[src/rtl/rom_loader_pkg.sv]
// rom_loader_pkg: state encoding and word geometry shared by the ROM boot loader
package rom_loader_pkg;
  typedef enum logic [2:0] {
    S_LEN  = 3'd0,
    S_DATA = 3'd1,
    S_CSUM = 3'd2,
    S_DONE = 3'd3,
    S_ERR  = 3'd4
  } state_e;
  localparam int BYTES_PER_WORD = 4;
  localparam int WORD_W = 32;
endpackage

[src/rtl/rom_loader_byte_packer.sv]
// byte_packer: assembles little-endian 32-bit words from accepted bytes, one-cycle word_valid
module byte_packer
  import rom_loader_pkg::*;
(
  input  logic              clk,
  input  logic              rst,
  input  logic              clear,
  input  logic              byte_en,
  input  logic [7:0]        byte_data,
  output logic              word_valid,
  output logic [WORD_W-1:0] word
);
  logic [1:0] cnt_q, cnt_d;
  logic [WORD_W-1:0] sh_q, sh_d, word_q, word_d;
  logic valid_q, valid_d;
  logic last;
  // shift each byte in from the top so the first byte lands in bits [7:0]
  always_comb begin
    last = byte_en && cnt_q == 2'(BYTES_PER_WORD - 1);
    sh_d = byte_en ? {byte_data, sh_q[WORD_W-1:8]} : sh_q;
    cnt_d = clear ? 2'd0 : byte_en ? cnt_q + 2'd1 : cnt_q;
    word_d = last ? sh_d : word_q;
    valid_d = last && !clear;
  end
  // packer state registers
  always_ff @(posedge clk) begin
    if (rst) begin
      cnt_q <= '0;
      sh_q <= '0;
      word_q <= '0;
      valid_q <= 1'b0;
    end else begin
      cnt_q <= cnt_d;
      sh_q <= sh_d;
      word_q <= word_d;
      valid_q <= valid_d;
    end
  end
  assign word_valid = valid_q;
  assign word = word_q;
endmodule

[src/rtl/rom_loader.sv]
// rom_loader: byte-stream ROM writer holding the CPU in reset until loaded; LOADER_CSUM_EN adds a trailing checksum
module rom_loader
  import rom_loader_pkg::*;
#(
  parameter int ADDR_W = 12,
  parameter int DEPTH  = 4096
) (
  input  logic              clk,
  input  logic              rst,
  input  logic              byte_valid_in,
  input  logic [7:0]        byte_data_in,
  output logic              byte_ready_out,
  input  logic              start_in,
  output logic              rom_wen_out,
  output logic [ADDR_W-1:0] rom_waddr_out,
  output logic [31:0]       rom_wdata_out,
  output logic              cpu_run_out,
  output logic              err_out,
  output logic [ADDR_W:0]   words_loaded_out
);
`ifdef LOADER_CSUM_EN
  localparam state_e S_TAIL = S_CSUM;
  logic [WORD_W-1:0] sum_q, sum_d;
`else
  localparam state_e S_TAIL = S_DONE;
`endif
  state_e state_q, state_d;
  logic [ADDR_W:0] word_cnt_q, word_cnt_d, len_q, len_d;
  logic [ADDR_W-1:0] waddr_q, waddr_d;
  logic [WORD_W-1:0] wdata_q, wdata_d, word;
  logic word_valid, accept, restart;
  byte_packer u_packer (
    .clk        (clk),
    .rst        (rst),
    .clear      (restart),
    .byte_en    (accept),
    .byte_data  (byte_data_in),
    .word_valid (word_valid),
    .word       (word)
  );
  assign byte_ready_out = !rst && (state_q == S_LEN || state_q == S_DATA || state_q == S_CSUM);
  assign accept = byte_valid_in && byte_ready_out;
  assign restart = start_in && (state_q == S_DONE || state_q == S_ERR);
  assign rom_wen_out = word_valid && state_q == S_DATA;
  assign rom_waddr_out = rom_wen_out ? word_cnt_q[ADDR_W-1:0] : waddr_q;
  assign rom_wdata_out = rom_wen_out ? word : wdata_q;
  assign cpu_run_out = state_q == S_DONE;
  assign err_out = state_q == S_ERR;
  assign words_loaded_out = word_cnt_q;
  // sequencing: length word, data words written as they complete, optional checksum, then done/error
  always_comb begin
    state_d = state_q;
    word_cnt_d = word_cnt_q;
    len_d = len_q;
    waddr_d = waddr_q;
    wdata_d = wdata_q;
`ifdef LOADER_CSUM_EN
    sum_d = sum_q;
`endif
    if (state_q == S_LEN && word_valid) begin
      len_d = word[ADDR_W:0];
      state_d = word == '0 ? S_TAIL : word > WORD_W'(DEPTH) ? S_ERR : S_DATA;
    end
    if (rom_wen_out) begin
      waddr_d = word_cnt_q[ADDR_W-1:0];
      wdata_d = word;
      word_cnt_d = word_cnt_q + (ADDR_W + 1)'(1);
`ifdef LOADER_CSUM_EN
      sum_d = sum_q + word;
`endif
      if (word_cnt_d == len_q) state_d = S_TAIL;
    end
`ifdef LOADER_CSUM_EN
    if (state_q == S_CSUM && word_valid) state_d = word == sum_q ? S_DONE : S_ERR;
`endif
    if (restart) begin
      state_d = S_LEN;
      word_cnt_d = '0;
`ifdef LOADER_CSUM_EN
      sum_d = '0;
`endif
    end
  end
  // loader state registers
  always_ff @(posedge clk) begin
    if (rst) begin
      state_q <= S_LEN;
      word_cnt_q <= '0;
      len_q <= '0;
      waddr_q <= '0;
      wdata_q <= '0;
`ifdef LOADER_CSUM_EN
      sum_q <= '0;
`endif
    end else begin
      state_q <= state_d;
      word_cnt_q <= word_cnt_d;
      len_q <= len_d;
      waddr_q <= waddr_d;
      wdata_q <= wdata_d;
`ifdef LOADER_CSUM_EN
      sum_q <= sum_d;
`endif
    end
  end
endmodule

[config.mk]
export PLATFORM = sky130hd
export DESIGN_NAME = rom_loader
export DESIGN_NICKNAME = d
export VERILOG_FILES = /design/src/rtl/rom_loader_pkg.sv /design/src/rtl/rom_loader_byte_packer.sv /design/src/rtl/rom_loader.sv
export SDC_FILE = /design/constraint.sdc
export NUM_CORES = 1
export LEC_CHECK = 0
export CAP_MARGIN = 10
export CORE_UTILIZATION = 33
export DETAILED_ROUTE_END_ITERATION = 6
export PLACE_DENSITY_LB_ADDON = 0.3
export RECOVER_POWER = 50
export SLEW_MARGIN = 20
export SYNTH_ARGS = -nofsm -noshare
export SYNTH_HDL_FRONTEND = slang
export SYNTH_HIERARCHICAL = 1
export SYNTH_SLANG_ARGS = --single-unit
[constraint.sdc]
create_clock -name clk -period 1.8 [get_ports clk]
set_input_delay 0.18 -clock clk [delete_from_list [all_inputs] [get_ports clk]]
set_output_delay 0.18 -clock clk [all_outputs]
set_load 0.03 [all_outputs]
==> results.txt, run 1 <==
----------------------------------------------------
[Outcome]
  Outcome ... complete, but fails checks
  Failing checks ... setup timing

[Cells and area]
  Area of combinational cells with multiple inputs ... 3287 sq um
  Relative area change from synthesis to final layout ... 53.31%
  Antenna diode instance count ... 0
  Post-layout nets ... 822
  Most frequent cells in the layout ... sky130_fd_sc_hd__dfxtp_1 (121), sky130_fd_sc_hd__nand2_1 (95), sky130_fd_sc_hd__a21oi_1 (76)
  Share of cells above drive strength 1 ... 39.10%
  Final instance area ... 8780 sq um
  Non-filler cells in the finished layout ... 1041
  Most frequent standard cell in the layout excluding fill and tap cells ... sky130_fd_sc_hd__dfxtp_1
  Utilization after layout ... ~52%
  Reg area ... 2664 sq um
  Fill count ... 1489

[Synth]
  Sequential fraction of the synthesis area ... between 40% and 50%
  Number of distinct library cells after synthesis ... 48
  Cell area after synthesis ... about 5700 sq um
  Multiplexer share of the synthesized area ... ~4.7%
  Net count of the mapped netlist ... approximately 690
  Synthesized-area fraction occupied by ao, oa, aoi and oai cells ... 16.08%
  Library cell with the largest summed area after synthesis ... sky130_fd_sc_hd__dfxtp_1
  Number of instances in the synthesized netlist ... 671
  Post-synthesis average cell area ... roughly 8.5 sq um
  Largest cells by area after synthesis ... sky130_fd_sc_hd__dfxtp_1 (46%), sky130_fd_sc_hd__nand2_1 (11%), sky130_fd_sc_hd__a21oi_1 (7.3%), sky130_fd_sc_hd__a21bo_1 (5.2%), sky130_fd_sc_hd__mux2i_1 (4.7%)
  Simple-gate area share of the yosys netlist ... 22.57%
  Area fraction of the dominant cell type after synthesis ... 46.14%
  Adder and majority cell fraction of the synthesized area ... 0.4370%
  Number of flip-flops and latches in the synthesized netlist ... 132
  Combinational family with the most area after synthesis ... simple AND/OR/NAND/NOR gates
  Xor/xnor share of the synthesized area ... 4.435%
  YS warnings ... 6

[Clock tree]
  Clock Tree Buf Depth ... 2
  Clk sink count ... around 130
  Clock Pin Slew Worst Setup and Hold Paths ... around 60 ps
  Buffer type at the clock tree root ... sky130_fd_sc_hd__clkbuf_16
  Skew-Pair Late Insertion Delay ... between 400 and 500 ps
  Clock tree from TritonCTS ... built
  Htree depth ... 4
  Hold bufs inserted after CTS ... 0
  Number of buffers created by CTS ... 17

[Power]
  Post-route total power ... 6.779 mW
  Total leakage power ... between 3 and 4 nW
  Pwr dens ... 772.2 nW/um^2
  Maximum ir drop on the vdd rail ... 0.0006830 V

[STA]
  Final clock period utilization by the worst path ... 110.8%
  Tightest Pin Transition ... slightly below 1000 ps
  Headroom to the max-slew limit ... 35.46%
  Achievable clock frequency ... 0.5014 GHz
  Final max-slew violation count ... 0
  Total negative slack for setup checks ... -9600 ps
  Crit path time final ... 1995 ps
  Final Setup Violations ... 96
  Unrepaired setup endpoints after global routing ... true
  Hold violation total from the final report ... 0
  Maximum clock skew at final layout ... 6.927 ps
  Fin worst setup slack ... -194.6 ps

[Critical path]
  Type of destination of the critical path ... output port
  Worst-path maximum fanout ... 6
  Critical path required time ... 1620 ps
  Classification of the worst setup path ... flip-flop to output port
  Nature of the critical path startpoint ... flip-flop
  Worst EP arrival ... between 1500 and 2000 ps
  Reg-to-reg slack, setup ... -140 ps

[Floorplanning]
  Die Width ... 133.7 um
  Initial core utilization ... 34.17%
  Number of placement rows ... 47
  Die Span Y ... 133.7 um
  Area of the die ... 17890 sq um
  Area of the core ... 16760 sq um
  Count of boundary I/O pins ... 73

[Global route]
  Most Used Layer, Global Route ... met2
  Met1 Usage GRT ... a little under a quarter
  Global-route wire length before repair ... 24290 um
  Met3 GRT Util ... 4.224%
  Largest net degree at the start of global routing ... 83
  Number of global-route vias before repair ... approximately 4600
  Antenna violations before repair ... 0
  Congestion Overflow GR ... 0
  GRT Total Usage ... 17.37%
  GR met2 Demand/Resource ... 27.12%

[Route]
  Overall via count from detail_route ... 5110
  Routed via count divided by cell count ... around 4.9
  Final ANT Viol Nets ... 0
  First-pass DRT Iterations ... 4
  Final Routed Wirelength ... 16160 um
  Routed WL per cell ... around 16 um
  Number of DRC violations after detailed routing ... 0
  Number of DRC markers in iteration 0 ... 276

[Placement]
  Routability-driven placement congestion ratio ... between 0.7 and 0.8
  DP HPWL ... ~9500 um
  Cell Count Post-Placement ... just under 1000
  DP Area ... between 6000 and 7000 sq um
  # port buffers ... 72

[Min path]
  Worst hold-check path type ... input port to flip-flop

[Run]
  Count of maximum capacitance violations ... 0

----------------------------------------------------
what timing repair did:
item,4_1_cts,5_1_grt
pin swaps,16,46
gates cloned,4,10
gates resized for setup,127,98
setup buffers,9,11
endpoints found under the setup margin,56,85
area by class of cell:
| class | instances | area share [%] |
|---|---|---|
| multi-input combinational | 483 | 37.44 |
| sequential | 132 | 30.34 |
| timing repair buffer | 171 | 21.88 |
| clock buffer | 20 | 5.202 |
| tap | 220 | 3.135 |
| clock inverter | 12 | 1.739 |
| inverter | 3 | 0.2708 |
worst paths after layout:
| kind | depth (start not counted) | to | startpoint |
|---|---|---|---|
| worst max-delay path | 8 | rom_waddr_out[8] | state_q[1] |
| worst min-delay path | 5 | state_q[1] | rst |
| worst max register to register | 10 | u_packer/word[19] | state_q[1] |
| worst min register to register | 2 | wdata_q[28] | wdata_q[28] |
kinds of logic (layout without fill, tap and decap cells):
family | count (synthesis) | after routing
xor gates and xnor gates | 29 | 29
DFF | 132 | 132
and+or+nand+nor | 285 | 286
AOI/OAI and AO/OA | 139 | 139
adders and majority gates | 2 | 2
muxes | 27 | 27
buffers and inverters | 57 | 206
per-layer routing:
layer  wire (um)  share of wire [%]
met2        7834                 48
met5           0                  0
met4         224                1.4
met1        7479                 46
met3         621                3.8
synthesized netlist by cell type, drive strengths merged:
cell	n
mux2i	27
and3b	1
o21ba	1
a211oi	1
nand4	6
nor4b	2
or2	2
o21ai	4
a21o	1
buf	26
o21a	1
nand4bb	1
a21bo	32
nor3	5
and3	1
a21oi	94
xnor2	19
nor2	43
clkbuf	28
and2	1
nor4	11
ha	2
xor2	10
nor3b	3
dfxtp	132
or4	1
o221ai	2
o31ai	2
nand2	166
clkinv	1
o21bai	1
or3	1
or4b	1
inv	2
nor2b	1
nand3	39
where the power goes:
group | switching (mW) | internal (mW) | total, mW
registers | 0.0174 | 2.93 | 2.95
clock network | 1.31 | 2.25 | 3.56
logic | 0.143 | 0.127 | 0.270
registers in the layout (all words and copies together), names as in the netlist:
name,count
state_q,3
u_packer/word_valid,1
u_packer/word,32
u_packer/cnt_q,2
wdata_q,32
len_q,13
words_loaded_out,13
waddr_q,12
u_packer/sh_q,24
per-stage QoR:
step | setup WS [ps] | hold slack (ps)
after floorplan | 1.078 | 327.2
after global placement | -129.8 | 450.5
after detailed placement | -186.7 | 455.9
after CTS | -218.5 | 253.7
after global routing | -271.5 | 311.3
final | -194.6 | 272.4
worst max-delay path, stage by stage, from the launching register on:
cell                        delay (ps)
sky130_fd_sc_hd__dfxtp_2           320
sky130_fd_sc_hd__buf_6             110
sky130_fd_sc_hd__nand4bb_4         270
sky130_fd_sc_hd__clkinv_8          150
sky130_fd_sc_hd__buf_12            130
sky130_fd_sc_hd__clkbuf_16         150
sky130_fd_sc_hd__nand2_2            70
sky130_fd_sc_hd__nand2_2            70
sky130_fd_sc_hd__buf_6             120
No activity file was read; power rests on OpenSTA's default activity.
==> run 2: changes to the inputs <==
--- a/config.mk
+++ b/config.mk
@@ -5,11 +5,11 @@
 export SDC_FILE = /design/constraint.sdc
 export NUM_CORES = 1
 export LEC_CHECK = 0
-export CAP_MARGIN = 10
 export CORE_UTILIZATION = 33
 export DETAILED_ROUTE_END_ITERATION = 6
 export PLACE_DENSITY_LB_ADDON = 0.3
 export RECOVER_POWER = 50
+export SKIP_CTS_REPAIR_TIMING = 1
 export SLEW_MARGIN = 20
 export SYNTH_ARGS = -nofsm -noshare
 export SYNTH_HDL_FRONTEND = slang
==> run 2 against run 1 <==
Against the previous run:
- the flow still finishes with violations (setup timing)
- register-to-register slack better by 30 ps
- maximum frequency is 0.34% lower
- sequential share of layout area is 1.9 points higher
- die area stayed put
- clock skew hardly changed
- non-clock buffer count is 6 lower
- worst hold slack worse by 2.6 ps
- first-iteration DRC count is 1.1% lower
- largest cell class unchanged
- count of clock-buffer cells in the layout stayed put
- final area is 5.9% lower
- worst setup slack worse by 6.8 ps
==> results.txt, run 2 (synthesis results as in run 1) <==
----------------------------------------------------
[Critical path]
  Reg-to-reg slack, setup ... -110 ps
  Type of destination of the critical path ... output port
  Worst EP arrival ... 1820 ps
  Worst-path maximum fanout ... 17
  Crit path cell chain ... buf_6, nand4bb_4, buf_4, buf_6, nand2_1, nand2_1, buf_4
  Classification of the worst setup path ... flip-flop to output port
  Nature of the critical path startpoint ... flip-flop
  Critical path required time ... 1620 ps
  Delay contributed by the slowest stage of the critical path ... 340 ps
  Highest-delay cell along the critical path ... sky130_fd_sc_hd__dfxtp_4

[Clock tree]
  Clock tree from TritonCTS ... built
  Skew-Pair Late Insertion Delay ... 420 ps
  Clock Tree Buf Depth ... 2
  Clock Pin Slew Worst Setup and Hold Paths ... 60 ps
  Buffer type at the clock tree root ... sky130_fd_sc_hd__clkbuf_16
  Clk sink count ... 132
  Htree depth ... 4
  Number of buffers created by CTS ... 17

[Floorplanning]
  Area of the core ... 16760 sq um
  Die Width ... 133.7 um
  Area of the die ... 17890 sq um
  Die Span Y ... around 130 um
  Initial core utilization ... 34.17%
  Number of placement rows ... 47
  Count of boundary I/O pins ... 73

[Cells and area]
  Antenna diode instance count ... 0
  Relative area change from synthesis to final layout ... 44.20%
  Share of cells above drive strength 1 ... 32.15%
  Most frequent standard cell in the layout excluding fill and tap cells ... sky130_fd_sc_hd__nand2_1
  Post-layout nets ... 816
  Most frequent cells in the layout ... sky130_fd_sc_hd__nand2_1 (132), sky130_fd_sc_hd__dfxtp_1 (121), sky130_fd_sc_hd__buf_4 (99)
  Final instance area ... 8258 sq um
  Non-filler cells in the finished layout ... 1035

[STA]
  Final clock period utilization by the worst path ... 111.2%
  Fin Hold WS ... between 200 and 300 ps
  Headroom to the max-slew limit ... 36.49%
  Final max-slew violation count ... 0
  Tightest Pin Transition ... 952.6 ps
  Achievable clock frequency ... 0.4996 GHz
  Hold violation total from the final report ... 0
  Final Setup Violations ... between 40 and 50
  Unrepaired setup endpoints after global routing ... true
  Total negative slack for setup checks ... -6305 ps
  Maximum clock skew at final layout ... 6.961 ps
  Fin worst setup slack ... -201.4 ps
  Crit path time final ... 2001 ps

[Power]
  Maximum ir drop on the vdd rail ... 0.0006868 V
  Total leakage power ... 3.711 nW
  Post-route total power ... 6.744 mW
  Pwr dens ... between 800 and 900 nW/um^2

[Placement]
  DP HPWL ... around 9500 um
  Cell Count Post-Placement ... between 900 and 1000
  DP Area ... just under 7000 sq um
  # port buffers ... 72
  Routability-driven placement congestion ratio ... 0.7754

[Route]
  First-pass DRT Iterations ... 6
  Final Routed Wirelength ... 15350 um
  Overall via count from detail_route ... 5045
  Routed via count divided by cell count ... 4.874
  Final ANT Viol Nets ... 0
  Number of DRC markers in iteration 0 ... 273
  Number of DRC violations after detailed routing ... 0
  Routed WL per cell ... 14.83 um

[Outcome]
  Outcome ... complete, but fails checks
  Failing checks ... setup timing

[Global route]
  Congestion Overflow GR ... 0
  Largest net degree at the start of global routing ... 83
  Number of global-route vias before repair ... 4435
  GRT Total Usage ... 16.30%
  Antenna violations before repair ... 0
  Global-route wire length before repair ... 22890 um

[Min path]
  Worst hold-check path type ... input port to flip-flop

[Run]
  Count of maximum capacitance violations ... 0

----------------------------------------------------
## run 2: worst paths after layout
path / end / cells after the start / startpoint
setup / recovery: rom_wdata_out[4] / 7 / state_q[1]
hold / removal: state_q[1] / 5 / rst
setup reg to reg: state_q[1] / 7 / u_packer/word[17]
hold reg to reg: wdata_q[28] / 2 / wdata_q[28]
## run 2: metrics by stage
step | setup WS (ps) | util, %
floorplan | 1.078 | -
global placement | -129.8 | 41.33
detailed placement | -186.7 | 41.33
CTS | -505.2 | 44.96
global route | -290.6 | 49.27
finish | -201.4 | 49.27
## run 2: worst max-delay path, delay by kind of cell, from the launching register on
family | cells | cell delay, ps
DFF | 1 | 340
buffers and inverters | 4 | 620
and+or+nand+nor | 3 | 430
## run 2: final cells by class
class	instances	area, sq um
fill	1586	8502
inverter	3	16.27
tap	220	275.3
sequential	132	2664
clock inverter	12	152.6
timing repair buffer	165	1663
multi-input combinational	483	3030
clock buffer	20	456.7
## run 2: power breakdown
part / switching [mW] / internal (mW) / total (mW)
Sequential: 0.0165 / 2.93 / 2.95
Clock: 1.30 / 2.25 / 3.55
Combinational: 0.133 / 0.109 / 0.242
Total: 1.45 / 5.29 / 6.74
## run 2: metal layers
layer	vias to the layer above	global-route usage, %	share of wire [%]	wire length, um
met5	-	0	0	0
met4	0	5.871	1.2	186
met3	14	4.033	3.1	475
met2	107	25.10	48	7292
met1	2386	21.98	48	7395
li1	2538	-	-	-
